`src/rtl/n101_deglitch_filter.sv`:
```
// n101_deglitch_filter: multi-channel pad synchronizer and deglitcher.
// Each channel runs io_d through a flop chain, then requires the synchronized
// level to differ from io_q for eff_thresh consecutive enabled cycles before
// io_q follows it. Edge pulses, sticky pending flags and the irq line are
// compiled in only when N101_DEGLITCH_EDGE_IRQ_EN is defined; otherwise those
// outputs are tied low and io_ie/io_clr are ignored.
module n101_deglitch_filter #(
    parameter int CH          = 8,
    parameter int SYNC_STAGES = 2,
    parameter int CNT_W       = 4
) (
    input  logic             clock,
    input  logic             reset,
    input  logic [CH-1:0]    io_d,
    input  logic             io_en,
    input  logic [CNT_W-1:0] io_thresh,
    output logic [CH-1:0]    io_q,
    output logic [CH-1:0]    io_rise,
    output logic [CH-1:0]    io_fall,
    input  logic [CH-1:0]    io_ie,
    input  logic [CH-1:0]    io_clr,
    output logic [CH-1:0]    io_pend,
    output logic             io_irq
);

    // Index 0 captures the pad; index SYNC_STAGES-1 is the settled level.
    logic [SYNC_STAGES-1:0][CH-1:0] sync_p;
    logic [CH-1:0]                  s;
    logic [CH-1:0]                  q_r;
    logic [CH-1:0]                  q_next;
    logic [CH-1:0][CNT_W-1:0]       cnt;
    logic [CH-1:0][CNT_W-1:0]       cnt_next;
    logic [CNT_W-1:0]               eff_thresh;

    // Counter increment that sticks at all-ones instead of wrapping.
    function automatic logic [CNT_W-1:0] sat_inc(input logic [CNT_W-1:0] v);
        return (v == '1) ? v : v + CNT_W'(1);
    endfunction

    assign s          = sync_p[SYNC_STAGES-1];
    // A zero threshold would mean "accept without seeing the level", so treat it as 1.
    assign eff_thresh = (io_thresh == '0) ? CNT_W'(1) : io_thresh;
    assign io_q       = q_r;

    // Synchronizer chain: always shifting, independent of the enable.
    always_ff @(posedge clock or posedge reset) begin
        if (reset) begin
            sync_p <= '0;
        end else begin
            sync_p <= {sync_p[SYNC_STAGES-2:0], io_d};
        end
    end

    // Per-channel stability count and accept decision.
    always_comb begin
        logic [CNT_W:0] cnt_plus;
        cnt_plus = '0;
        q_next   = q_r;
        cnt_next = cnt;
        for (int i = 0; i < CH; i++) begin
            // One extra bit so cnt+1 is compared exactly even at the top of the range.
            cnt_plus = {1'b0, cnt[i]} + (CNT_W+1)'(1);
            if (!io_en || (s[i] == q_r[i])) begin
                cnt_next[i] = '0;
            end else if (cnt_plus >= {1'b0, eff_thresh}) begin
                q_next[i]   = s[i];
                cnt_next[i] = '0;
            end else begin
                cnt_next[i] = sat_inc(cnt[i]);
            end
        end
    end

    // Filtered level and counters.
    always_ff @(posedge clock or posedge reset) begin
        if (reset) begin
            q_r <= '0;
            cnt <= '0;
        end else begin
            q_r <= q_next;
            cnt <= cnt_next;
        end
    end

`ifdef N101_DEGLITCH_EDGE_IRQ_EN
    logic [CH-1:0] q_d;
    logic [CH-1:0] rise_r;
    logic [CH-1:0] fall_r;
    logic [CH-1:0] pend_r;

    // Edge pulses one cycle after io_q moves; pending set beats clear.
    always_ff @(posedge clock or posedge reset) begin
        if (reset) begin
            q_d    <= '0;
            rise_r <= '0;
            fall_r <= '0;
            pend_r <= '0;
        end else begin
            q_d    <= q_r;
            rise_r <= q_r & ~q_d;
            fall_r <= ~q_r & q_d;
            pend_r <= (pend_r & ~io_clr) | (io_ie & (rise_r | fall_r));
        end
    end

    assign io_rise = rise_r;
    assign io_fall = fall_r;
    assign io_pend = pend_r;
    assign io_irq  = |pend_r;
`else
    logic unused_edge_inputs;
    assign unused_edge_inputs = ^{io_ie, io_clr};
    assign io_rise = '0;
    assign io_fall = '0;
    assign io_pend = '0;
    assign io_irq  = 1'b0;
`endif

endmodule

```
`config.mk`:
```
export PLATFORM = sky130hd
export DESIGN_NAME = n101_deglitch_filter
export DESIGN_NICKNAME = d
export VERILOG_FILES = /design/src/rtl/n101_deglitch_filter.sv
export SDC_FILE = /design/constraint.sdc
export NUM_CORES = 1
export LEC_CHECK = 0
export ABC_AREA = 1
export CAP_MARGIN = 0
export CORE_MARGIN = 2
export CORE_UTILIZATION = 53
export DETAILED_ROUTE_END_ITERATION = 10
export PLACE_DENSITY = 0.87
export SYNTH_ARGS = -nofsm -noshare
export SYNTH_HDL_FRONTEND = slang
export SYNTH_SLANG_ARGS = --single-unit
```
`constraint.sdc`:
```
create_clock -name clock -period 2.1 [get_ports clock]
set_input_delay 0.21 -clock clock [delete_from_list [all_inputs] [get_ports clock]]
set_output_delay 0.21 -clock clock [all_outputs]
set_load 0.01 [all_outputs]
```
# Word level (Yosys, flattened, before mapping)
# Index checks and enable logic that the tools add are counted.
# word_totals
register_bits	56
out_inout_bits	33
in_bits	31
word_cells	117
# classes
eq_ne	24
magnitude_cmp	8
n_addsub	16
bitwise	8
n_mux	25
reduce_logical	18
# ops
op	count
$mux W4	25
$add A4 B1 Y5 const B	8
$ge A5 B4 Y1	8
$add A4 B1 Y4 const B	8
$eq A4 B4 Y1 const B	8
$ne A3 B3 Y1 const B	8
$reduce_and A2 Y1	8
$eq A1 B1 Y1	8
$logic_or A1 B1 Y1	8
$not A1 Y1	8
$logic_not A4 Y1	1
$logic_not A1 Y1	1

# Logic depth before layout (Yosys ltp)
# depth
ltp_word	5
depth_mapped	15
depth_no_buf	14

# Least setup slack after synthesis
# Ideal clock, no wire load.
# synth_timing
path_type	input -> register
startpoint	input io_thresh[3]
endpoint	register cnt[5] (netlist name)
path_buffers	1
t_required_ns	2.012
cell_stages	11
path_slack_ns	0.375
setup_time_ns	0.088
arrival_time_ns	1.637
cell_sequence	buf_2 inv_1 a31o_2 ha_1 o21ai_0 nand2_1 nand2_1 nand2_1 nand2_1 nand2_2 nor3b_1
# synth_via
elab_chain_cells	5
word_cells_on_any_way	6
cone_classes	1 x order compare; 1 x eq/ne; 3 x mux; 1 x reduce/logical
# synth_lines
element	line	text
start, declared	16	input logic [CNT_W-1:0] io_thresh,
$logic_not A4 Y1	42	assign eff_thresh = (io_thresh == '0) ? CNT_W'(1) : io_thresh;
$mux W4 *	42	
$ge A5 B4 Y1 *	65	end else if (cnt_plus >= {1'b0, eff_thresh}) begin
$mux W4	65	
$mux W4	63	if (!io_en || (s[i] == q_r[i])) begin
end signal, assigned	81	cnt <= cnt_next;
end, declared	31	logic [CH-1:0][CNT_W-1:0] cnt;
# Every way passes the cells marked *; elsewhere a longest branch is shown, timed or not.
# A chain may end at the register's enable or synchronous reset.

# Worst setup path after layout
# layout_timing
startpoint	input io_thresh[2]
endpoint	register q_r[7] (netlist: io_q[7])
# layout_via
elab_chain_cells	4
# layout_lines
element	line	text
$logic_not A4 Y1	42	
$mux W4 *	42	
$ge A5 B4 Y1 *	65	
$reduce_and A2 Y1 (no source line) *	-	
end signal, assigned	80	q_r <= q_next;
end, declared	29	logic [CH-1:0] q_r;
# Marked as above.

==> impl_metrics.csv <==
group,metric,value,unit
route,drtIter0Drc,133,
synth,seq_area_frac_synth,41.5,%
pwr,total_power,3.07,mW
finish,drive_above_1_share,10.3,%
synth,synthCells,414,
clock_tree,cts-root-buf,"clkbuf_8",
global_routing,gr-total-overflow,0,
floorplanning,coreArea,6240,µm²
route,finalWirelength,6310,µm
timing,fmax,519,MHz
route,firstDrtPassIters,4,
finish,design_area,3740,µm²
synth,ys_ff_latch,56,
worst_setup_path,worst-setup-path-type,"primary input to register",
synth,synthTopCellsByArea,"dfrtp_1 42%, nand2_1 13%, ha_1 9.3%",
route,final_antenna_net_count,0,
timing,setup_violations,0,
job,max-cap-violations,0,
clock_tree,clk_pin_slew,90,ps
worst_setup_path,timing.rr.start,"cnt[4]",
timing,fin_crit_sh,91.8,%
worst_setup_path,cp-end-kind,"register",
worst_setup_path,cp-start-kind,"primary input",
worst_setup_path,crit_top_cell,"nand2_1",
timing,finalHoldViolCount,0,
finish,area.sequential,1400,µm²
worst_setup_path,crit_required,2310,ps
global_routing,grt_pass1_wl,11100,µm
worst_setup_path,cp_slowest_cell,"clkdlybuf4s50_1",
floorplanning,num_rows,29,
global_routing,antenna_found_initial,0,
placed_design,dpl.hpwl,4710,µm
worst_setup_path,reg2reg_slack,320,ps
synth,syn_area_per_cell,8.15,µm²
floorplanning,initial_core_util,54.0,%
floorplanning,dieArea,7020,µm²
floorplanning,die_h,83.8,µm
worst_setup_path,cp.arrival,2140,ps
status,status,"finished, final reports clean",
timing,maxSlewViolCount,0,
clock_tree,ctsHoldBuffers,0,
floorplanning,io_pins,64,
placed_design,placed_cell_area,3630,µm²
pwr,p_per_area,820,nW/µm²
clock_tree,clockBufferDepth,2,
route,vias,2683,
finish,multiInputGateArea,1640,µm²
synth,synth_top_area_cell,"dfrtp_1",
worst_setup_path,worstPathMaxFanout,8,
synth,ys_types,19,
worst_hold_path,hold_path_class,"primary input to async pin",
route,routedWlPerCell,12.0,µm
clock_tree,postCtsSetupBuffers,0,
global_routing,grt_max_degree,19,
worst_setup_path,ff2ff_path_depth,8,
pwr,p_leak,1.96,nW
clock_tree,htreeDepth,2,
timing,fin_crit,1930,ps
worst_setup_path,r2r_end,"cnt[6]",
finish,synthToLayoutAreaGrowth,10.9,%
clock_tree,insertion_delay,320,ps
placed_design,place.gp.congestion,0.878,
pwr,max-vdd-ir-drop,569,µV
synth,yosys_warnings,0,
global_routing,grt.total_usage,19.3,%
synth,synth_area,3370,µm²
synth,netlist.area_leader.share,41.5,%
finish,fill_cells,518,
finish,fin_nets,503,
worst_setup_path,path_cells,"clkdlybuf4s50_1 > inv_6 > a31o_2 > ha_1 > inv_1 > nand2_1 > nand2_1 > nand2_1 > nand2_1 > inv_1 > nand2_1 > nand3_2 > nand3_1 > nand2_1",
finish,layout_common_cells,"115 x nand2_1, 56 x dfrtp_1, 54 x inv_1",
clock_tree,cts_buffers,5,
route,drc,0,
finish,layout_commonest_cell,"nand2_1",
placed_design,io_buffers,22,
clock_tree,cts_tree,"yes",
timing,rsz0062_at_grt,"false",
floorplanning,chipWidth,83.8,µm
finish,n_antenna_cell,0,
worst_setup_path,max_stage_delay,580,ps
timing,clock_skew,8.11,ps
clock_tree,cts_resized,0,
route,avgViaCountPerCell,5.11,
clock_tree,cts_sinks,56,
global_routing,grt_pass1_vias,2709,
==> power by group <==
group / internal, mW / total (mW) / switching (mW)
Sequential: 1.24 / 1.42 / 0.181
Combinational: 0.423 / 0.955 / 0.533
Clock: 0.354 / 0.697 / 0.343
Total: 2.01 / 3.07 / 1.06
==> cells by family after synthesis <==
| group | count (synthesis) | share of synthesized area [%] |
|---|---|---|
| and+or+nand+nor | 239 | 35.1 |
| buffers and inverters | 84 | 12.5 |
| other | 1 | 0.111 |
| DFF | 56 | 41.5 |
| adders and majority gates | 25 | 9.27 |
| AOI/OAI and AO/OA | 8 | 1.30 |
| xor gates and xnor gates | 1 | 0.260 |
==> synth_stat cells <==
cell type / number
a31o_2: 1
nor2_1: 22
conb_1: 1
inv_6: 1
nand3_1: 34
nor3_1: 20
nand3_2: 22
nor3b_1: 12
buf_4: 26
nand2_2: 6
inv_1: 55
dfrtp_1: 56
nand2_1: 115
buf_2: 2
o21ai_1: 1
o21ai_0: 6
nand4_1: 8
xor2_1: 1
ha_1: 25
==> per-stage QoR <==
stage | hold slack, ps | setup TNS (ps) | utilization (%) | worst slack, ps | instances
finish | 179 | 0 | 60.0 | 172 | 525
global route | 221 | 0 | 60.0 | 30.6 | 525
CTS | 175 | 0 | 60.0 | 183 | 525
detailed placement | 341 | -3010 | 58.2 | -142 | 517
global placement | 335 | -1220 | 58.2 | -72.3 | 517
floorplan | 241 | 0 | - | 375 | 438
==> sequential cells by signal (all words and copies together), names as in the netlist <==
register and count:
sync_p 8, s 8, cnt 32, io_q 8
==> worst max-delay path by stage <==
stage	from	endpoint	slack, ps	cells past startpoint
2_1_floorplan	io_thresh[3]	cnt[5]	380	11
6_report	io_thresh[2]	io_q[7]	170	14
5_1_grt	io_thresh[2]	cnt[23]	30	9
3_5_place_dp	io_thresh[2]	cnt[6]	-140	11
3_3_place_gp	io_thresh[2]	io_q[2]	-70	14
4_1_cts	io_thresh[2]	cnt[17]	180	9
==> layout make-up <==
class	instances	area share [%]
Clock inverter	2	0.936
Inverter	56	5.75
Tap cell	77	2.57
Sequential cell	56	37.4
Multi-Input combinational cell	298	43.9
Timing Repair Buffer	30	7.49
Clock buffer	6	1.94
==> critical path: cells and delay by family <==
| kind | cells | cell delay [ps] |
|---|---|---|
| simple gates | 8 | 600 |
| fa+ha+maj | 1 | 290 |
| compound gates | 1 | 330 |
| buf+inv | 4 | 700 |
==> routing by layer <==
metal	wire (µm)	vias up	GRT usage (%)
met2	3390	50	36.7
met3	218	7	3.26
li1	-	1349	-
met5	0	-	0
met4	88	0	6.01
met1	2610	1277	21.7
Power figures use the tool's default switching activity.
